File: src/rtl/oflow_score_board.sv
// Score board: resolves each PE's candidate ID into a final object ID, one PE per cycle.
// Optional per-set statistics outputs are enabled by defining OFLOW_SCORE_BOARD_STATS_EN.
module oflow_score_board #(
    parameter int unsigned          PE_NUM    = 4,
    parameter int unsigned          ID_LEN    = 12,
    parameter int unsigned          SCORE_LEN = 16,
    parameter int unsigned          ROW_LEN   = 4,
    parameter logic [SCORE_LEN-1:0] SCORE_TH  = 16'h0400
) (
    input  logic                        clk,
    input  logic                        reset_N,
    input  logic                        start_score_board,
    input  logic                        first_frame,
    input  logic [ROW_LEN-1:0]          row_sel_by_set,
    input  logic [ID_LEN-1:0]           id_first_frame,
    input  logic [PE_NUM-1:0]           pe_valid,
    input  logic [PE_NUM*SCORE_LEN-1:0] pe_score,
    input  logic [PE_NUM*ID_LEN-1:0]    pe_cand_id,
    output logic                        done_score_board,
    output logic [PE_NUM*ID_LEN-1:0]    id_out,
    output logic [PE_NUM-1:0]           id_out_valid,
    output logic [ROW_LEN-1:0]          id_out_row,
    output logic                        id_overflow
`ifdef OFLOW_SCORE_BOARD_STATS_EN
    ,
    output logic [7:0]                  stat_matched,
    output logic [7:0]                  stat_new
`endif
);
    localparam int unsigned IDX_W = (PE_NUM > 1) ? $clog2(PE_NUM) : 1;

    typedef enum logic [1:0] {IDLE, LOAD, SCAN, DONE} state_t;

    state_t               state_q, state_d;
    logic [IDX_W-1:0]     idx_q, idx_d;
    logic                 first_q, first_d;
    logic [ID_LEN-1:0]    base_q, base_d;
    logic [SCORE_LEN-1:0] score_q [PE_NUM];
    logic [SCORE_LEN-1:0] score_d [PE_NUM];
    logic [ID_LEN-1:0]    cand_q [PE_NUM];
    logic [ID_LEN-1:0]    cand_d [PE_NUM];
    logic [ID_LEN-1:0]    id_q [PE_NUM];
    logic [ID_LEN-1:0]    id_d [PE_NUM];
    logic [PE_NUM-1:0]    valid_q, valid_d;
    logic [ROW_LEN-1:0]   row_q, row_d;
    logic [PE_NUM-1:0]    clm_vld_q, clm_vld_d;
    logic [ID_LEN-1:0]    clm_id_q [PE_NUM];
    logic [ID_LEN-1:0]    clm_id_d [PE_NUM];
    logic [SCORE_LEN-1:0] clm_score_q [PE_NUM];
    logic [SCORE_LEN-1:0] clm_score_d [PE_NUM];
    logic [IDX_W-1:0]     clm_own_q [PE_NUM];
    logic [IDX_W-1:0]     clm_own_d [PE_NUM];
    logic [ID_LEN-1:0]    nid_q, nid_d;
    logic                 ovf_q, ovf_d;
`ifdef OFLOW_SCORE_BOARD_STATS_EN
    logic [7:0]           stm_q, stm_d;
    logic [7:0]           stn_q, stn_d;
`endif

    logic                 hit;
    logic [IDX_W-1:0]     hit_slot;
    logic                 alloc;
    logic                 new_claim;
    logic [ID_LEN-1:0]    cur_cand;
    logic [SCORE_LEN-1:0] cur_score;
    logic [ID_LEN-1:0]    ff_end;

    assign cur_cand  = cand_q[idx_q];
    assign cur_score = score_q[idx_q];

    // At most one claim entry can hold a given ID, so the last hit is the only hit.
    always_comb begin
        hit      = 1'b0;
        hit_slot = '0;
        for (int unsigned k = 0; k < PE_NUM; k++) begin
            if (clm_vld_q[k] && (clm_id_q[k] == cur_cand)) begin
                hit      = 1'b1;
                hit_slot = IDX_W'(k);
            end
        end
    end

    always_comb begin
        state_d     = state_q;
        idx_d       = idx_q;
        first_d     = first_q;
        base_d      = base_q;
        score_d     = score_q;
        cand_d      = cand_q;
        id_d        = id_q;
        valid_d     = valid_q;
        row_d       = row_q;
        clm_vld_d   = clm_vld_q;
        clm_id_d    = clm_id_q;
        clm_score_d = clm_score_q;
        clm_own_d   = clm_own_q;
        nid_d       = nid_q;
        ovf_d       = ovf_q;
        alloc       = 1'b0;
        new_claim   = 1'b0;
        ff_end      = base_q + ID_LEN'(PE_NUM);
`ifdef OFLOW_SCORE_BOARD_STATS_EN
        stm_d       = stm_q;
        stn_d       = stn_q;
`endif
        case (state_q)
            IDLE: begin
                if (start_score_board) begin
                    state_d = LOAD;
                    first_d = first_frame;
                    base_d  = id_first_frame;
                    valid_d = pe_valid;
                    row_d   = row_sel_by_set;
                    for (int unsigned k = 0; k < PE_NUM; k++) begin
                        score_d[k] = pe_score[k*SCORE_LEN +: SCORE_LEN];
                        cand_d[k]  = pe_cand_id[k*ID_LEN +: ID_LEN];
                    end
                end
            end
            LOAD: begin
                clm_vld_d = '0;
                idx_d     = '0;
                state_d   = SCAN;
`ifdef OFLOW_SCORE_BOARD_STATS_EN
                stm_d     = '0;
                stn_d     = '0;
`endif
            end
            SCAN: begin
                if (!valid_q[idx_q]) begin
                    id_d[idx_q] = '0;
                end else if (first_q) begin
                    id_d[idx_q] = base_q + ID_LEN'(idx_q);
                end else if (cur_score >= SCORE_TH) begin
                    id_d[idx_q] = nid_q;
                    alloc       = 1'b1;
                end else if (!hit) begin
                    id_d[idx_q]        = cur_cand;
                    new_claim          = 1'b1;
                    clm_vld_d[idx_q]   = 1'b1;
                    clm_id_d[idx_q]    = cur_cand;
                    clm_score_d[idx_q] = cur_score;
                    clm_own_d[idx_q]   = idx_q;
                end else if (cur_score < clm_score_q[hit_slot]) begin
                    // Strictly better score steals the ID; previous owner gets a fresh one.
                    id_d[idx_q]               = cur_cand;
                    id_d[clm_own_q[hit_slot]] = nid_q;
                    alloc                     = 1'b1;
                    clm_score_d[hit_slot]     = cur_score;
                    clm_own_d[hit_slot]       = idx_q;
                end else begin
                    id_d[idx_q] = nid_q;
                    alloc       = 1'b1;
                end
                if (alloc) begin
                    if (nid_q == '1) ovf_d = 1'b1;
                    else             nid_d = nid_q + ID_LEN'(1);
                end
`ifdef OFLOW_SCORE_BOARD_STATS_EN
                if (new_claim) stm_d = stm_q + 8'd1;
                if (alloc)     stn_d = stn_q + 8'd1;
`endif
                if (idx_q == IDX_W'(PE_NUM - 1)) state_d = DONE;
                else                             idx_d   = idx_q + IDX_W'(1);
            end
            DONE: begin
                if (first_q && (ff_end > nid_q)) nid_d = ff_end;
                state_d = IDLE;
            end
            default: state_d = IDLE;
        endcase
    end

    always_ff @(posedge clk) begin
        if (reset_N) begin
            state_q   <= IDLE;
            idx_q     <= '0;
            first_q   <= 1'b0;
            base_q    <= '0;
            valid_q   <= '0;
            row_q     <= '0;
            clm_vld_q <= '0;
            nid_q     <= ID_LEN'(1);
            ovf_q     <= 1'b0;
            for (int unsigned k = 0; k < PE_NUM; k++) begin
                score_q[k]     <= '0;
                cand_q[k]      <= '0;
                id_q[k]        <= '0;
                clm_id_q[k]    <= '0;
                clm_score_q[k] <= '0;
                clm_own_q[k]   <= '0;
            end
`ifdef OFLOW_SCORE_BOARD_STATS_EN
            stm_q     <= '0;
            stn_q     <= '0;
`endif
        end else begin
            state_q     <= state_d;
            idx_q       <= idx_d;
            first_q     <= first_d;
            base_q      <= base_d;
            valid_q     <= valid_d;
            row_q       <= row_d;
            clm_vld_q   <= clm_vld_d;
            nid_q       <= nid_d;
            ovf_q       <= ovf_d;
            score_q     <= score_d;
            cand_q      <= cand_d;
            id_q        <= id_d;
            clm_id_q    <= clm_id_d;
            clm_score_q <= clm_score_d;
            clm_own_q   <= clm_own_d;
`ifdef OFLOW_SCORE_BOARD_STATS_EN
            stm_q       <= stm_d;
            stn_q       <= stn_d;
`endif
        end
    end

    always_comb begin
        id_out = '0;
        for (int unsigned k = 0; k < PE_NUM; k++) begin
            id_out[k*ID_LEN +: ID_LEN] = id_q[k];
        end
    end

    assign done_score_board = (state_q == DONE);
    assign id_out_valid     = valid_q;
    assign id_out_row       = row_q;
    assign id_overflow      = ovf_q;
`ifdef OFLOW_SCORE_BOARD_STATS_EN
    assign stat_matched     = stm_q;
    assign stat_new         = stn_q;
`endif

endmodule

File: config.mk
export PLATFORM = sky130hd
export DESIGN_NAME = oflow_score_board
export DESIGN_NICKNAME = d
export VERILOG_FILES = /design/src/rtl/oflow_score_board.sv
export SDC_FILE = /design/constraint.sdc
export NUM_CORES = 1
export LEC_CHECK = 0
export CORE_ASPECT_RATIO = 1.75
export CORE_UTILIZATION = 45
export DETAILED_ROUTE_END_ITERATION = 8
export PLACE_DENSITY = 0.66
export SETUP_SLACK_MARGIN = 0.1
export SLEW_MARGIN = 40
export SYNTH_ARGS = -nofsm -noshare
export SYNTH_HDL_FRONTEND = slang
export SYNTH_SLANG_ARGS = --single-unit
File: constraint.sdc
create_clock -name clk -period 7.25 [get_ports clk]
set_clock_uncertainty 0.15 [all_clocks]
set_input_delay 0.725 -clock clk [delete_from_list [all_inputs] [get_ports clk]]
set_output_delay 0.725 -clock clk [all_outputs]
set_load 0.02 [all_outputs]
==> results.cfg, run 1 <==
[critical_path]
end_kind = flip-flop
rr_worst_depth = 22
start_kind = flip-flop
required_ns = 7.55
r2r_slack_ns = 0.63
crit_arrival_ns = 6.92
crit_type = reg2reg
r2r_end = clm_score_q[54]$_SDFFE_PP0P_
r2r_start = idx_q[1]$_SDFFE_PP0P_
critical_path_peak_fanout = 18

[detailed_routing]
antenna_left = 0
first_iter_violations = 1278
routed_via_density = 5.973
vias = 16340
dr.pass1.iters = 7
totalWireLength_um = 56440
drt_drc_violations_left = 0
post_drt_wl_per_cell_um = 20.64

[run]
cap_violations = 0

[floorplan]
top_level_ports = 194
die_area_um2 = 38590
initial_core_util_pct = 45.94
core_um2 = 37000
std_cell_rows = 93
die-width_um = 148.9
die_h_um = 259.1

[cts]
cts-root-buf = clkbuf_16
cts_buffer_depth = 3
cts_buffers = 31
clkTransAtPathRegs_ns = 0.07
clk-insertion-delay-late_ns = 0.59
cts_tree = built
cts_num_sinks = 322
cts_max_level = 1

[power_and_ir_drop]
p_sw_mw = 2.959
clockPowerShare_pct = 24.5
max-vdd-ir-drop_v = 0.0002427
power.internal_mw = 4.154
seqPwrFrac_pct = 32.6
p_per_area_nw_per_um2 = 349.4
comb_power_share_pct = 42.9
switching_share_pct = 41.60
leakagePower_nw = 7.381

[yosys]
synth_area_leaders = dfxtp_1, a21oi_1, nand2_1
ys_ff_latch = 322
synth_edf_count = 0
synth.cell_area_um2 = 17000
yosysTopAreaCellShare_pct = 37.92
synth-main-ff-cell = dfxtp_1
synthesis.nets = 2307
synth_seq_area_share_pct = 37.92
synthCells = 2130
ys_types = 79
syn_area_per_cell_um2 = 7.981
yosys_warnings = 0
synthArstFlopShare_pct = 0
yosysTopAreaCell = dfxtp_1

[timing]
worst_pin_slew_ns = 0.8472
setup_tns_ns = 0
finalWorstPathRequiredPeriod_ns = 6.623
fmax_mhz = 151.0
drv_slew = 0
period_share_pct = 91.34
setup_slack_ns = 0.6275
setup_viol_count_final = 0
rsz0062_at_grt = no
relSlewSlack_pct = 42.40
hold_viol_final = 0

[grt]
grt_pass1_vias = 15420
grt_pass1_wl_um = 87160
overflow = 0
grt_max_degree = 199
antenna_found_initial = 0
grt_use_total_pct = 28.86

[placement]
place_hpwl_um = 39520
gp_congestion = 0.9401
portBuffers = 193
dpl_cell_area_um2 = 19200
dp_slack_ns = 0.2549

[final_layout]
fin_area_um2 = 20360
num-fill-cells = 3546
finish.utilization_pct = 55.01
antennaDiodeCount = 0
multi_input_area_um2 = 9748
layout-drive-gt1-share_pct = 7.522
final_nets = 2413
syn_to_final_growth_pct = 19.75
ff_latch_area_um2 = 6451

[min_path]
hold_start = score_q[18]$_SDFFE_PP0P_
whs_path_depth = 2
hold_end = score_q[18]$_SDFFE_PP0P_
min_path_type = reg2reg

[run_status]
outcome = finished clean
## power groups by stage
stage	sequential, mW	combinational (mW)	clock [mW]
4_1_cts	2.32	2.98	1.77
2_1_floorplan	2.35	1.90	0
5_1_grt	2.35	3.32	1.83
3_3_place_gp	2.35	2.91	0
3_5_place_dp	2.36	2.97	0
6_report	2.32	3.05	1.74
## logic make-up after synthesis
family | Yosys count | share of synthesized area (%)
AOI/OAI and AO/OA | 610 | 21.96
muxes | 108 | 8.516
adders and majority gates | 41 | 3.062
DFF | 322 | 37.92
and+or+nand+nor | 786 | 20.19
xor gates and xnor gates | 63 | 3.290
buffers and inverters | 200 | 5.064
## cell usage in the layout, fill, tap and decap left out, types with 22 or more instances in the layout
cell type / instances
nand2_1: 366
clkbuf_16: 31
nor3_1: 22
a21oi_1: 317
nor2_1: 238
and3_1: 22
nand3_1: 33
xnor2_1: 51
ha_1: 40
dfxtp_1: 320
o21ai_0: 43
mux2i_1: 69
buf_4: 44
clkdlybuf4s50_1: 192
a21o_1: 36
inv_1: 28
o22ai_1: 37
o221ai_1: 28
mux4_2: 28
## worst max path at each step
stage | startpoint | cells after the start | to
2_1_floorplan | idx_q[0]$_SDFFE_PP0P_ | 26 | clm_score_q[53]$_SDFFE_PP0P_
3_3_place_gp | idx_q[0]$_SDFFE_PP0P_ | 20 | id_out[39]$_SDFFE_PP0P_
3_5_place_dp | idx_q[0]$_SDFFE_PP0P_ | 20 | id_out[39]$_SDFFE_PP0P_
4_1_cts | idx_q[0]$_SDFFE_PP0P_ | 20 | id_out[39]$_SDFFE_PP0P_
5_1_grt | idx_q[1]$_SDFFE_PP0P_ | 22 | clm_score_q[54]$_SDFFE_PP0P_
6_report | idx_q[1]$_SDFFE_PP0P_ | 22 | clm_score_q[54]$_SDFFE_PP0P_
## registers in the layout, summed over array words and instances, names as in the netlist
| name | count |
|---|---|
| base_q | 12 |
| cand_q | 48 |
| clm_id_q | 48 |
| clm_own_q | 8 |
| clm_score_q | 64 |
| clm_vld_q | 4 |
| first_q | 1 |
| id_out | 48 |
| id_out_row | 4 |
| id_out_valid | 4 |
| id_overflow | 1 |
| idx_q | 2 |
| nid_q | 12 |
| score_q | 64 |
| state_q | 2 |
## worst max-delay path, cell delays in order, from the launching register on
cell and delay, ns:
dfxtp_2 0.59, buf_4 0.23, buf_4 0.16, mux4_2 0.45, xnor2_1 0.21, nand4_1 0.16, or4_1 0.71, nand2_1 0.40
o22ai_1 0.14, a21o_1 0.20, ha_1 0.30, a21o_1 0.16, a221oi_1 0.31, o211ai_1 0.15, a211oi_1 0.34, nand3_1 0.12
a21oi_1 0.18, nor2_1 0.09, a21o_1 0.18, or4_1 0.73, buf_4 0.30, mux2i_1 0.15, nor2_1 0.05
## stage by stage
step                      cells  hold WS (ns)  power [mW]
after floorplan            2130        0.2802       4.256
after global placement     2675        0.2907       5.259
after detailed placement   2676        0.2945       5.335
after CTS                  2733        0.3057       7.072
after global routing       2735        0.3165       7.499
final                      2735        0.3020       7.113
## per-layer routing
| metal | part of all wire, % | track usage [%] |
|---|---|---|
| met3 | 5.8 | 3.533 |
| met5 | 0 | 0 |
| met4 | 6.2 | 17.06 |
| met2 | 50 | 50.74 |
| met1 | 38 | 33.17 |
## cell type report
type / count / area share (%)
multi-input cells: 1608 / 47.89
flip-flops and latches: 322 / 31.69
repair buffers: 243 / 11.68
clock buffers: 42 / 4.210
well taps: 475 / 2.920
clock inverters: 15 / 1.051
inverters: 30 / 0.5532
## repair_timing
action,CTS,global route
resized for setup,0,3
setup endpoints to repair,0,110
hold endpoints to repair,0,0
hold buffers,0,0
setup buffers,0,1
## synth_stat cells, drive strengths merged, types with 34 or more instances
master and count:
nor2 239, a21o 36, mux2i 70, clkbuf 134
o22ai 37, nand3 34, a21oi 318, xnor2 52
o21ai 68, dfxtp 322, buf 36, ha 40
nand2 367
No activity file was read; power rests on OpenSTA's default activity.
==> inputs of run 2 (changes only) <==
--- a/config.mk
+++ b/config.mk
@@ -10,7 +10,6 @@
 export DETAILED_ROUTE_END_ITERATION = 8
 export PLACE_DENSITY = 0.66
 export SETUP_SLACK_MARGIN = 0.1
-export SLEW_MARGIN = 40
 export SYNTH_ARGS = -nofsm -noshare
 export SYNTH_HDL_FRONTEND = slang
 export SYNTH_SLANG_ARGS = --single-unit
==> run 2 against run 1 <==
Non-clock buffer count decreased by 2; wire length decreased by 0.67%; worst hold slack got worse by 0.00078 ns; sequential power about the same; sequential cell count unchanged; sequential share of layout area decreased by 0.13 points; critical path type unchanged; largest power group unchanged.
==> results.cfg, run 2 (synthesized netlist as in run 1, its figures left out) <==
[run_status]
outcome = finished clean

[floorplan]
die-width_um = 148.9
die_h_um = 259.1
die_area_um2 = 38590
core_um2 = 37000
top_level_ports = 194
std_cell_rows = 93
initial_core_util_pct = 45.94

[detailed_routing]
totalWireLength_um = 56060
first_iter_violations = 1133
dr.pass1.iters = 5
antenna_left = 0
drt_drc_violations_left = 0
vias = 16230
post_drt_wl_per_cell_um = 20.48
routed_via_density = 5.928

[critical_path]
crit_type = reg2reg
required_ns = 7.48
rr_worst_depth = 22
start_kind = flip-flop
end_kind = flip-flop
critical_path_peak_fanout = 18
crit_arrival_ns = 6.89

[placement]
gp_congestion = 0.9401
portBuffers = 193
place_hpwl_um = 39350

[grt]
grt_pass1_vias = 15410
grt_pass1_wl_um = 86440
busiest_layer = met2
antenna_found_initial = 1
overflow = 0
grt_use_total_pct = 28.77
use_met1_pct = 32.76
grt_max_degree = 199
grt_util_met2_pct = 49.41
met3_usage_pct = 3.796

[final_layout]
mostFrequentLayoutCell = nand2_1
num-fill-cells = 3525
layout-drive-gt1-share_pct = 7.604
layout_common_cells = nand2_1, dfxtp_1, a21oi_1
finish.utilization_pct = 55.24
syn_to_final_growth_pct = 20.25
reg_top3 = clm_score_q: 64 flops, score_q: 64 flops
ff_latch_area_um2 = 6451
multi_input_area_um2 = 9734
final_nets = 2414

[power_and_ir_drop]
max-vdd-ir-drop_v = 0.0001842
p_per_area_nw_per_um2 = 354.4
leakagePower_nw = 7.428

[timing]
fmax_mhz = 150.3
setup_viol_count_final = 0
rsz0062_at_grt = no
relSlewSlack_pct = 15.66
drv_slew = 0
setup_tns_ns = 0
finalWorstPathRequiredPeriod_ns = 6.656
hold_viol_final = 0
period_share_pct = 91.80
worst_pin_slew_ns = 1.257

[cts]
cts_buffer_depth = 3
clk-insertion-delay-late_ns = 0.54
cts_max_level = 2
cts_num_sinks = 322
cts_tree = built
cts-root-buf = clkbuf_16
cts_hold_buffers = 0
cts_buffers = 34
clkTransAtPathRegs_ns = 0.06

[min_path]
min_path_type = reg2reg
whs_path_depth = 2

[run]
cap_violations = 0
-- run 2: changes by cell type in the layout (fill, tap and decap cells not counted), moves of 3 or more --
cell and change:
clkbuf_8 +3, clkbuf_16 +4, clkbuf_1 -4, o21ai_2 -3
clkinv_2 -3
-- run 2: layout make-up --
type                    count  area share (%)
diodes                      1         0.01224
inverters                  30          0.5509
clock inverters            16           1.206
flip-flops and latches    322           31.56
repair buffers            241           11.33
well taps                 475           2.908
multi-input cells        1608           47.62
clock buffers              45           4.811
-- run 2: worst max-delay path, cell delays in order, from the launching register on --
cell      delay, ns
dfxtp_2        0.59
buf_4          0.24
buf_4          0.17
mux4_2         0.45
xnor2_1        0.21
nand4_1        0.17
or4_1          0.71
nand2_1        0.40
o22ai_1        0.14
a21o_1         0.20
ha_1           0.30
a21o_1         0.16
a221oi_1       0.31
o211ai_1       0.15
a211oi_1       0.34
nand3_1        0.12
a21oi_1        0.18
nor2_1         0.09
a21o_1         0.17
or4_1          0.71
buf_4          0.29
mux2i_1        0.15
nor2_1         0.05
-- run 2: timing repair --
| action | CTS | global route |
|---|---|---|
| setup endpoints to repair | 0 | 69 |
| resized for setup | 0 | 3 |
| setup buffers | 0 | 1 |
-- run 2: final timing paths --
path / startpoint / to / slack, ns
worst max-delay path: idx_q[1]$_SDFFE_PP0P_ / clm_score_q[48]$_SDFFE_PP0P_ / 0.59
worst min-delay path: score_q[18]$_SDFFE_PP0P_ / score_q[18]$_SDFFE_PP0P_ / 0.30
worst max register to register: idx_q[1]$_SDFFE_PP0P_ / clm_score_q[48]$_SDFFE_PP0P_ / 0.59
worst min register to register: score_q[18]$_SDFFE_PP0P_ / score_q[18]$_SDFFE_PP0P_ / 0.30
-- run 2: metrics by stage --
| step | setup WS (ns) | total power [mW] | instance area, um^2 | cells | hold WS, ns |
|---|---|---|---|---|---|
| detailed placement | 0.2571 | 5.315 | 19170 | 2675 | 0.2945 |
| floorplan | 1.360 | 4.256 | 17000 | 2130 | 0.2802 |
| global placement | 0.3796 | 5.259 | 19170 | 2675 | 0.2907 |
| global route | 0.1946 | 7.632 | 20440 | 2738 | 0.3171 |
| CTS | 0.2419 | 7.227 | 20400 | 2736 | 0.3051 |
| finish | 0.5945 | 7.245 | 20440 | 2738 | 0.3012 |
-- run 2: layer usage --
metal	vias to the layer above	routed length, um
met2	660	27600
met3	217	3247
met1	7605	21080
met4	0	4135
met5	-	0
li1	7749	-
-- run 2: where the power goes --
group | total [mW] | leakage [nW] | internal, mW | switching [mW]
logic | 3.02 | 4.22 | 1.10 | 1.92
registers | 2.32 | 2.62 | 2.03 | 0.285
clock network | 1.91 | 0.591 | 1.14 | 0.767
==> inputs of run 3 (changes only) <==
--- a/config.mk
+++ b/config.mk
@@ -9,6 +9,7 @@
 export CORE_UTILIZATION = 45
 export DETAILED_ROUTE_END_ITERATION = 8
 export PLACE_DENSITY = 0.66
+export RECOVER_POWER = 25
 export SETUP_SLACK_MARGIN = 0.1
 export SYNTH_ARGS = -nofsm -noshare
 export SYNTH_HDL_FRONTEND = slang
==> run 3 against run 2 <==
The run now ends with max-capacitance violations, max-slew violations left; total power decreased by 0.51%; first-iteration DRC count down 3.1%; register-to-register slack about the same; setup slack worse by 0.0074 ns; utilization hardly changed; combinational power is 1% lower; sequential cell count stayed put; wire length grew 0.19%; critical path depth did not move; via count increased by 0.57%; non-clock buffer count is the same; sequential power hardly changed; critical path type unchanged.
==> results.cfg, run 3 (synthesized netlist as in run 1, its figures left out) <==
[run_status]
outcome = finished with violations
violations = max-capacitance violations, max-slew violations

[placement]
placedCellCount = 2675
gp_congestion = 0.9401
dp_slack_ns = 0.2571
place_hpwl_um = 39350
portBuffers = 193

[floorplan]
initial_core_util_pct = 45.94
die-width_um = 148.9
die_area_um2 = 38590
core_um2 = 37000
std_cell_rows = 93
die_h_um = 259.1
top_level_ports = 194

[power_and_ir_drop]
clockPowerShare_pct = 26.5
p_sw_mw = 2.969
power.internal_mw = 4.239
max-vdd-ir-drop_v = 0.0001848
p_per_area_nw_per_um2 = 352.7
seqPwrFrac_pct = 32.1
leakagePower_nw = 7.593
total_power_mw = 7.208
comb_power_share_pct = 41.4
switching_share_pct = 41.19

[critical_path]
critPathBufInv = 3
critPathMaxStageDelay_ns = 0.72
critical_path_peak_fanout = 18
rr_worst_depth = 22
critPathSlowestCell = or4_1
required_ns = 7.48
crit_type = reg2reg
crit_chain = buf_4 -> buf_4 -> mux4_2 -> xnor2_1 -> nand4_1 -> or4_1 -> nand2_1 -> o22ai_1 -> a21o_1 -> ha_1 -> a21o_1 -> a221oi_1 -> o211ai_1 -> a211oi_1 -> nand3_1 -> a21oi_1 -> nor2_1 -> a21o_1 -> or4_1 -> buf_4 -> mux2i_1 -> nor2_1
crit_family = simple AND/OR/NAND/NOR gates
r2r_slack_ns = 0.59
end_kind = flip-flop
r2r_end = clm_score_q[50]$_SDFFE_PP0P_
r2r_start = idx_q[1]$_SDFFE_PP0P_
start_kind = flip-flop
crit_arrival_ns = 6.89

[timing]
setup_slack_ns = 0.5871
setup_tns_ns = 0
finalWorstPathRequiredPeriod_ns = 6.663
worst_pin_slew_ns = 1.742
fmax_mhz = 150.1
relSlewSlack_pct = -16.11
rsz0062_at_grt = no
hold_viol_final = 0
drv_slew = 33
period_share_pct = 91.90
setup_viol_count_final = 0

[detailed_routing]
dr.pass1.iters = 7
antenna_left = 0
drt_drc_violations_left = 0
vias = 16320
totalWireLength_um = 56170
routed_via_density = 5.962
first_iter_violations = 1098
post_drt_wl_per_cell_um = 20.51

[min_path]
hold_end = score_q[18]$_SDFFE_PP0P_
min_path_type = reg2reg
hold_start = score_q[18]$_SDFFE_PP0P_
whs_path_depth = 2

[grt]
antenna_found_initial = 1
grt_max_degree = 199
grt_use_total_pct = 28.77
grt_pass1_vias = 15410
overflow = 0
grt_pass1_wl_um = 86440

[cts]
cts_buffers = 34
cts_num_sinks = 322
cts_max_level = 2
cts_buffer_depth = 3
clkTransAtPathRegs_ns = 0.06
clk-insertion-delay-late_ns = 0.54
cts_tree = built
cts_hold_buffers = 0
cts-root-buf = clkbuf_16

[final_layout]
layout-drive-gt1-share_pct = 7.560
layout_common_cells = nand2_1, dfxtp_1, a21oi_1
reg_top3 = clm_score_q: 64 flops, score_q: 64 flops
mostFrequentLayoutCell = nand2_1
finish.utilization_pct = 55.23
instances_no_fill = 2738
syn_to_final_growth_pct = 20.23
final_nets = 2414

[run]
cap_violations = 1
## run 3: cell type report
cell class                 instances  area (um^2)
sequential                       322         6451
clock buffer                      45        983.4
fill                            3527        16570
tap                              475        594.3
inverter                          30        112.6
antenna                            1        2.502
clock inverter                    16        246.5
timing repair buffer             241         2312
multi-input combinational       1608         9734
## run 3: worst max path at each step
stage,startpoint,to,depth (start not counted),slack (ns)
6_report,idx_q[1]$_SDFFE_PP0P_,clm_score_q[50]$_SDFFE_PP0P_,22,0.59
5_1_grt,idx_q[1]$_SDFFE_PP0P_,clm_score_q[48]$_SDFFE_PP0P_,22,0.19
4_1_cts,idx_q[0]$_SDFFE_PP0P_,id_out[39]$_SDFFE_PP0P_,20,0.24
3_5_place_dp,idx_q[0]$_SDFFE_PP0P_,id_out[39]$_SDFFE_PP0P_,20,0.26
3_3_place_gp,idx_q[0]$_SDFFE_PP0P_,id_out[39]$_SDFFE_PP0P_,20,0.38
2_1_floorplan,idx_q[0]$_SDFFE_PP0P_,clm_score_q[53]$_SDFFE_PP0P_,26,1.36
## run 3: worst reg2reg max path, cell delays in order, from the launching register on
cell,delay (ns)
dfxtp_2,0.60
buf_4,0.24
buf_4,0.17
mux4_2,0.45
xnor2_1,0.22
nand4_1,0.17
or4_1,0.71
nand2_1,0.41
o22ai_1,0.15
a21o_1,0.20
ha_1,0.30
a21o_1,0.16
a221oi_1,0.31
o211ai_1,0.15
a211oi_1,0.34
nand3_1,0.12
a21oi_1,0.18
nor2_1,0.09
a21o_1,0.17
or4_1,0.72
buf_4,0.30
mux2i_1,0.16
nor2_1,0.05
## run 3: power groups by stage
| stage | Combinational, mW | Clock, mW | Sequential [mW] |
|---|---|---|---|
| 4_1_cts | 2.96 | 1.94 | 2.32 |
| 3_5_place_dp | 2.96 | 0 | 2.36 |
| 2_1_floorplan | 1.90 | 0 | 2.35 |
| 6_report | 2.98 | 1.91 | 2.31 |
| 5_1_grt | 3.24 | 2.01 | 2.34 |
| 3_3_place_gp | 2.91 | 0 | 2.35 |
## run 3: routing by layer
layer  vias up  routed length (um)  GRT usage, %
met4         0                3909         19.93
met5         -                   0             0
met2       648               27800         49.41
met3       211                3112         3.796
met1      7717               21340         32.76
li1       7748                   -             -
## run 3: stage by stage
step                area [um^2]  hold WS [ns]
floorplan                 17000        0.2802
global placement          19170        0.2907
detailed placement        19170        0.2945
CTS                       20400        0.3051
global route              20440        0.3171
finish                    20440        0.3012
## run 3: timing repair
item                                   in CTS  in global routing
setup buffers                               0                  1
setup endpoints to repair                   0                 69
endpoints found under the hold margin       0                  0
resized for setup                           0                  3
